File: src/rtl/tetris_cmd_seq.sv
// tetris_cmd_seq: turns button pulses and a gravity timer into a one-at-a-time engine command stream
module tetris_cmd_seq #(
  parameter int          gravity_period_p = 50_000_000,
  parameter logic [15:0] lfsr_seed_p      = 16'hACE1,
  parameter int          spawn_x_p        = 6
) (
  input  logic       clk_i,
  input  logic       reset_i,
  input  logic       start_i,
  input  logic       left_i,
  input  logic       right_i,
  input  logic       rotate_i,
  input  logic       drop_i,
  output logic       op_v_o,
  input  logic       op_ready_i,
  output logic [2:0] op_o,
  output logic [2:0] tile_o,
  output logic [4:0] spawn_x_o,
  input  logic       resp_v_i,
  input  logic       resp_ok_i,
  output logic       game_over_o
);
  localparam logic [2:0] op_nop = 3'd0, op_new = 3'd1, op_move_left = 3'd2, op_move_right = 3'd3;
  localparam logic [2:0] op_move_down = 3'd4, op_rotate = 3'd5, op_commit = 3'd6, op_check = 3'd7;
  localparam logic [2:0] tile_non = 3'd0, tile_t = 3'd6;
  localparam int gw = $clog2(gravity_period_p);
  typedef enum logic [2:0] {s_idle, s_run, s_issue, s_wait, s_commit, s_check, s_spawn, s_over} state_t;
  state_t state;
  logic [15:0] lfsr;
  logic [gw-1:0] gcnt;
  logic pend_l, pend_r, pend_rot, pend_g, drop_m;
  logic active, g_hit, xfer;
  logic [2:0] pick, new_tile;
  always_comb begin
    active = state != s_idle && state != s_over;
    g_hit = gcnt == gw'(gravity_period_p - 1);
    xfer = op_v_o && op_ready_i;
    new_tile = lfsr[2:0] == 3'd0 ? tile_t : lfsr[2:0];
    pick = (drop_m || pend_g) ? op_move_down : pend_rot ? op_rotate :
           pend_l ? op_move_left : pend_r ? op_move_right : op_nop;
  end
  always_ff @(posedge clk_i) begin
    if (reset_i) begin
      state <= s_idle;
      op_v_o <= 1'b0;
      op_o <= op_nop;
      tile_o <= tile_non;
      spawn_x_o <= '0;
      game_over_o <= 1'b0;
      {pend_l, pend_r, pend_rot, pend_g, drop_m} <= '0;
      gcnt <= '0;
      lfsr <= lfsr_seed_p;
    end else begin
      lfsr <= {lfsr[14:0], lfsr[15] ^ lfsr[13] ^ lfsr[12] ^ lfsr[10]};
      if (active) gcnt <= g_hit ? '0 : gcnt + 1'b1;
      case (state)
        s_idle, s_over: if (start_i) begin
          state <= s_spawn;
          op_v_o <= 1'b1;
          op_o <= op_new;
          tile_o <= new_tile;
          spawn_x_o <= 5'(spawn_x_p);
          game_over_o <= 1'b0;
          {pend_l, pend_r, pend_rot, pend_g, drop_m} <= '0;
        end
        s_run: if (pick != op_nop) begin
          state <= s_issue;
          op_v_o <= 1'b1;
          op_o <= pick;
          tile_o <= tile_non;
          spawn_x_o <= '0;
        end
        s_wait: if (resp_v_i) begin
          if (op_o == op_new) begin
            if (resp_ok_i) begin
              state <= s_run;
              gcnt <= '0;
            end else begin
              state <= s_over;
              game_over_o <= 1'b1;
            end
          end else if (op_o == op_move_down && !resp_ok_i) begin
            state <= s_commit;
            op_v_o <= 1'b1;
            op_o <= op_commit;
            drop_m <= 1'b0;
          end else if (op_o == op_commit) begin
            state <= s_check;
            op_v_o <= 1'b1;
            op_o <= op_check;
          end else if (op_o == op_check) begin
            state <= s_spawn;
            op_v_o <= 1'b1;
            op_o <= op_new;
            tile_o <= new_tile;
            spawn_x_o <= 5'(spawn_x_p);
          end else state <= s_run;
        end
        default: if (xfer) begin
          state <= s_wait;
          op_v_o <= 1'b0;
          if (op_o == op_move_down) pend_g <= 1'b0;
          if (op_o == op_rotate) pend_rot <= 1'b0;
          if (op_o == op_move_left) pend_l <= 1'b0;
          if (op_o == op_move_right) pend_r <= 1'b0;
        end
      endcase
      // new pulses win over a same-cycle service clear so none is lost
      if (active) begin
        if (left_i) pend_l <= 1'b1;
        if (right_i) pend_r <= 1'b1;
        if (rotate_i) pend_rot <= 1'b1;
        if (drop_i) drop_m <= 1'b1;
        if (g_hit) pend_g <= 1'b1;
      end
    end
  end
endmodule

File: config.mk
export PLATFORM = sky130hd
export DESIGN_NAME = tetris_cmd_seq
export DESIGN_NICKNAME = d
export VERILOG_FILES = /design/src/rtl/tetris_cmd_seq.sv
export SDC_FILE = /design/constraint.sdc
export NUM_CORES = 1
export LEC_CHECK = 0
export BUFFER_PORTS_ARGS = -buffer_cell sky130_fd_sc_hd__buf_2
export CAP_MARGIN = 40
export CORE_MARGIN = 1
export CORE_UTILIZATION = 55
export CTS_CLUSTER_DIAMETER = 60
export CTS_CLUSTER_SIZE = 20
export DETAILED_ROUTE_END_ITERATION = 6
export PLACE_DENSITY = 0.71
export SLEW_MARGIN = 20
export SYNTH_ARGS = -nofsm -noshare
export SYNTH_HDL_FRONTEND = slang
export SYNTH_SLANG_ARGS = --single-unit
File: constraint.sdc
create_clock -name clk_i -period 2.4 [get_ports clk_i]
set_clock_uncertainty 0.15 [all_clocks]
set_input_delay 0.12 -clock clk_i [delete_from_list [all_inputs] [get_ports clk_i]]
set_output_delay 0.12 -clock clk_i [all_outputs]
set_load 0.03 [all_outputs]
* After elaboration in Yosys (flattened, before gate mapping)
Index checks and enable logic that the tools add are counted.
Widths: inputs -> output; s select.
** Storage, ports and cells
- Input port bits :: 10
- Word-level logic and storage cells :: 148
- Flip-flop bits (word level) :: 63
- Output and inout port bits :: 13
** Cells by class
- Reduce and logical (&&, ||, !) cells :: 19
- Add/subtract/negate cells :: 1
- Multiplexer cells :: 90
- Bitwise operators :: 3
- Equal/unequal tests :: 22
** Operators by type and width (number)
- $mux 26 :: 6
- $mux 3 :: 26
- $mux 1 :: 38
- $mux 5 :: 7
- $pmux 3 s3 :: 3
- $add 26x1->26 const B :: 1
- $eq 26x26->1 const B :: 1
- $ne 2x2->1 const B :: 9
- $eq 3x3->1 const B :: 5
- $pmux 5 s3 :: 1
- $pmux 1 s2 :: 6
- $reduce_and 6->1 :: 2
- $eq 3x2->1 const B :: 3
- $reduce_bool 3->1 :: 3
- $reduce_and 8->1 :: 1
- $eq 3x1->1 const B :: 2
- $logic_not 3->1 :: 2
- $reduce_and 5->1 :: 1
- $mux 2 :: 2
- $ne 4x4->1 const B :: 1
- $reduce_and 4->1 :: 1
- $reduce_bool 4->1 :: 1
- $reduce_or 2->1 :: 2
- $logic_and 1x1->1 :: 3
- other kinds (6) :: 8

* Longest topological paths before layout
- Depth after elaboration :: 8
- Depth in mapped cells :: 7
- Gate-level depth less buffers :: 6

* Worst setup path after synthesis
No wires, ideal clock.
- Path type :: register to register
- Start :: register op_o[1]
- End :: register gcnt[22]
- Data required time :: 2.175 ns
- Setup time :: 0.075 ns
- Period minus slack after synthesis :: 2.080 ns
- Path buffers :: 1
- Slack :: 0.320 ns
- Cell stages (with the launch flop) :: 7
- Arrival time :: 1.855 ns
- Cell sequence :: dfxtp_1 buf_2 inv_1 and4_1 a31o_2 or4b_1 o22ai_1
** On the way
- Word-level cells in the longest chain between the ends :: 4
** RTL lines
- from (decl) :: line 16 : output logic [2:0] op_o,
- from (signal assigned) :: line 46 : op_o <= op_nop;
- from (signal assigned) :: line 60 : op_o <= op_new;
- from (signal assigned) :: line 69 : op_o <= pick;
- $eq 3x1->1 :: line 74 : if (op_o == op_new) begin
- $mux 26 :: line 74
- $mux 26 :: line 73 : s_wait: if (resp_v_i) begin
- $mux 26 :: line 56 : case (state)
- to (signal assigned) :: line 55 : if (active) gcnt <= g_hit ? '0 : gcnt + 1'b1;
- to (decl) :: line 30 : logic [gw-1:0] gcnt;
Every way passes these cells.
A chain may end at the register's enable or synchronous reset.

* Final worst setup path
- Start :: register state[0]
- End :: register gcnt[22]
** On the way
- Word-level cells in the longest chain between the ends :: 7
- Elaborated cells on any way between the ends :: 9
- Those cells by class :: eq/ne: 2; mux: 5; reduce/logical: 2
** RTL lines
- from (decl) :: line 28 : state_t state;
- from (signal assigned) :: line 44 : state <= s_idle;
- from (signal assigned) :: line 58 : state <= s_spawn;
- from (signal assigned) :: line 67 : state <= s_issue;
- $ne 3x3->1 or $reduce_bool 3->1 (tied branches) :: line 35 : active = state != s_idle && state != s_over;
- $logic_and 1x1->1 :: line 35
- $mux 26 :: line 55
- $mux 26 :: line 75 : if (resp_ok_i) begin
- $mux 26 :: line 74
- $mux 26 :: line 73
- $mux 26 (*) :: line 56
Every way passes the cells marked *; elsewhere a longest branch is shown, timed or not.

==> summary.txt <==
status: complete, no violations
class of the most critical setup path: flip-flop to flip-flop
Critical Path Fanout Max: 12
max-cap violations: 0
dominant cells by area after synthesis: dfxtp_1 (43%), nor2_1 (5.4%), xor2_1 (4.7%)
proportion of layout cells with a drive suffix above 1: 15.1%
TritonCTS Sinks: 59
starting density of the core: 57.9%
vias in the first global route: 2,257
post-synth top area share: 42.7%
RSZ-0062 raised after global routing: false
Max VDD drop: 0.000917 V
htree depth: 3
hold_buf cts: 5
RR Endpoint: gcnt[22]
Synth Area per Inst: 8.29 um2
post-CTS setup buffer count: 0
drt via density: 5.49
setup TNS: 0 ns
DR vias: 2,372
filler instances: 397
Final min period: 2.17 ns
first drt pass iteration count: 4
Slew Limit Fails: 0
number of flops mapped to enable cells by yosys: 0
area of the core: 0.00479 mm2
die area: 0.00532 mm2
nets@finish: 372
power density cells: 1050 mW/mm2
type of origin of the critical path: flip-flop
global route overflow: 0
Die Wd: 73.0 um
Antenna Nets Post-Route: 0
worst flop-to-flop path startpoint: state[0]
worst skew pair latency: 0.35 ns
synth-to-layout area growth: 14.6%
Clock transition at path regs: 0.08 ns
CP endpoint kind: flip-flop
worst-case clock buffer depth: 2
DR DRC count: 0
CTS root buffer: clkbuf_8
CTS Buf Count: 9
Yosys warning total: 0
Std-Cell Rows: 25
Syn Inst Count: 334
ys flop type: dfxtp_1
Antenna Cells: 0
f_max: 460 MHz
synthesized flop and latch total: 59
critical path required time: 2.53 ns
Synth Cell Area: 0.00277 mm2
first-pass GRT wire length: 10.3 mm
initial antenna violation count: 0
Total Wirelength: 6.09 mm
final setup vio count: 0
R2R cell count: 4
hold endpoint: gcnt[10]
Rel. slew slack: 55.4%
setup slack, reg-to-reg: 0.23 ns
DIE HEIGHT: 73.0 um
Final period util: 90.5%
io pins: 23
Final GP Congestion: 0.900
critical path arrival: 2.30 ns
Fin. Hold Viols: 0
CTS tree: yes
largest net degree at the start of global routing: 36
asr flop ratio synth: 0%
post-synthesis sequential area ratio: 42.7%
dpl hpwl: 4.28 mm
Global Route Usage Sum: 26.3%
HP Class: input pin to flip-flop
HP Start: resp_v_i
Iteration-0 DRC Markers: 135
Fin Hold WS: 0.0475 ns
Worst Hold Depth: 3
post-synthesis cell type count: 48
Resize count post-CTS: 0
port bufs: 19
Worst Tran Pin Value: 0.664 ns
Lkg Pwr: 1.19 nW
DR WL/cell: 14.1 um
Synth area leader: dfxtp_1
[final cells by class]
type | instances | area [um2] | share of cell area [%]
clock buffers | 9 | 124 | 3.90
clock inverters | 7 | 76.3 | 2.40
inverters | 6 | 22.5 | 0.710
multi-input cells | 251 | 1470 | 46.4
flip-flops and latches | 59 | 1180 | 37.2
well taps | 67 | 83.8 | 2.64
repair buffers | 33 | 213 | 6.70
[synthesized netlist by cell type (all sizes together) (5+ instances only)]
| cell type | n |
|---|---|
| nand3 | 23 |
| nor4 | 6 |
| or2 | 8 |
| clkbuf | 11 |
| nand4 | 9 |
| buf | 9 |
| nand2 | 25 |
| o21ai | 10 |
| xnor2 | 10 |
| nor2 | 40 |
| and2 | 6 |
| and3 | 7 |
| inv | 6 |
| xor2 | 15 |
| nor3 | 12 |
| a31oi | 6 |
| or3 | 5 |
| dfxtp | 59 |
| a21oi | 19 |
| nor2b | 9 |
[where the power goes]
| group | internal, W | total, W | switching (W) |
|---|---|---|---|
| Sequential | 0.00112 | 0.00126 | 0.000137 |
| Clock | 0.000485 | 0.000921 | 0.000435 |
| Combinational | 0.000417 | 0.00116 | 0.000746 |
| Total | 0.00202 | 0.00334 | 0.00132 |
[per-layer routing]
layer	routed length, um	GRT usage (%)	vias up	share of wire [%]
met5	0	0	-	0
met4	86	10.9	0	1.4
met3	294	9.39	9	4.8
met2	2930	43.1	59	48
met1	2780	31.3	1082	46
li1	-	-	1222	-
[metrics by stage]
step                total power, W  worst slack (ns)  instances  cell area [um2]  util (%)
floorplan                  0.00211             0.320        336             2780         -
global placement           0.00240             0.309        411             2920      61.1
detailed placement         0.00242             0.276        411             2920      61.1
CTS                        0.00335             0.264        432             3170      66.3
global route               0.00356             0.108        432             3170      66.3
finish                     0.00334             0.228        432             3170      66.3
[cells by family (layout without fill, tap and decap cells)]
family | after synthesis | after routing | synth area share (%)
multiplexers | 3 | 3 | 1.13
other | 1 | 3 | 0.135
flip-flops | 59 | 59 | 42.7
buffers and inverters | 26 | 55 | 4.38
adder cells (fa/ha/maj) | 2 | 2 | 0.904
AO/OA/AOI/OAI | 54 | 54 | 12.0
AND/OR/NAND/NOR | 164 | 164 | 30.9
XOR/XNOR | 25 | 25 | 7.91
[sequential cells by signal, indices dropped and copies added, names as in the netlist]
| signal | flops |
|---|---|
| op_v_o | 1 |
| pend_l | 1 |
| spawn_x_o | 1 |
| pend_g | 1 |
| gcnt | 26 |
| pend_rot | 1 |
| op_o | 3 |
| state | 3 |
| lfsr | 16 |
| game_over_o | 1 |
| pend_r | 1 |
| tile_o | 3 |
| drop_m | 1 |
[placed cells by master (no fill, tap or decap), drive strengths merged, types with 3 or more instances in the layout]
cell         synthesis  final
dfxtp               59     59
nor2                40     40
buf                  9     28
nand2               25     25
nand3               23     23
a21oi               19     19
xor2                15     15
nor3                12     12
xnor2               10     10
o21ai               10     10
nor2b                9      9
nand4                9      9
clkbuf              11      9
or2                  8      8
inv                  6      8
and3                 7      7
a31oi                6      6
and2                 6      6
nor4                 6      6
or3                  5      5
dlygate4sd3          0      5
and4                 4      4
a211oi               4      4
nor4b                3      3
o211ai               3      3
conb                 1      3
[worst max path at each step]
| stage | cells past startpoint | start | endpoint |
|---|---|---|---|
| after floorplan | 6 | op_o[1] | gcnt[22] |
| after global placement | 4 | state[0] | gcnt[22] |
| after detailed placement | 4 | state[0] | gcnt[22] |
| after CTS | 4 | state[0] | gcnt[22] |
| after global routing | 4 | state[0] | gcnt[22] |
| final | 4 | state[0] | gcnt[22] |
[critical path, cell delays in order, from the launching register on]
cell and delay [ns]:
dfxtp_1 0.52, nor3_1 0.19, or3_1 0.54, or4b_1 0.53
o22ai_1 0.17
No activity file was read; power rests on OpenSTA's default activity.
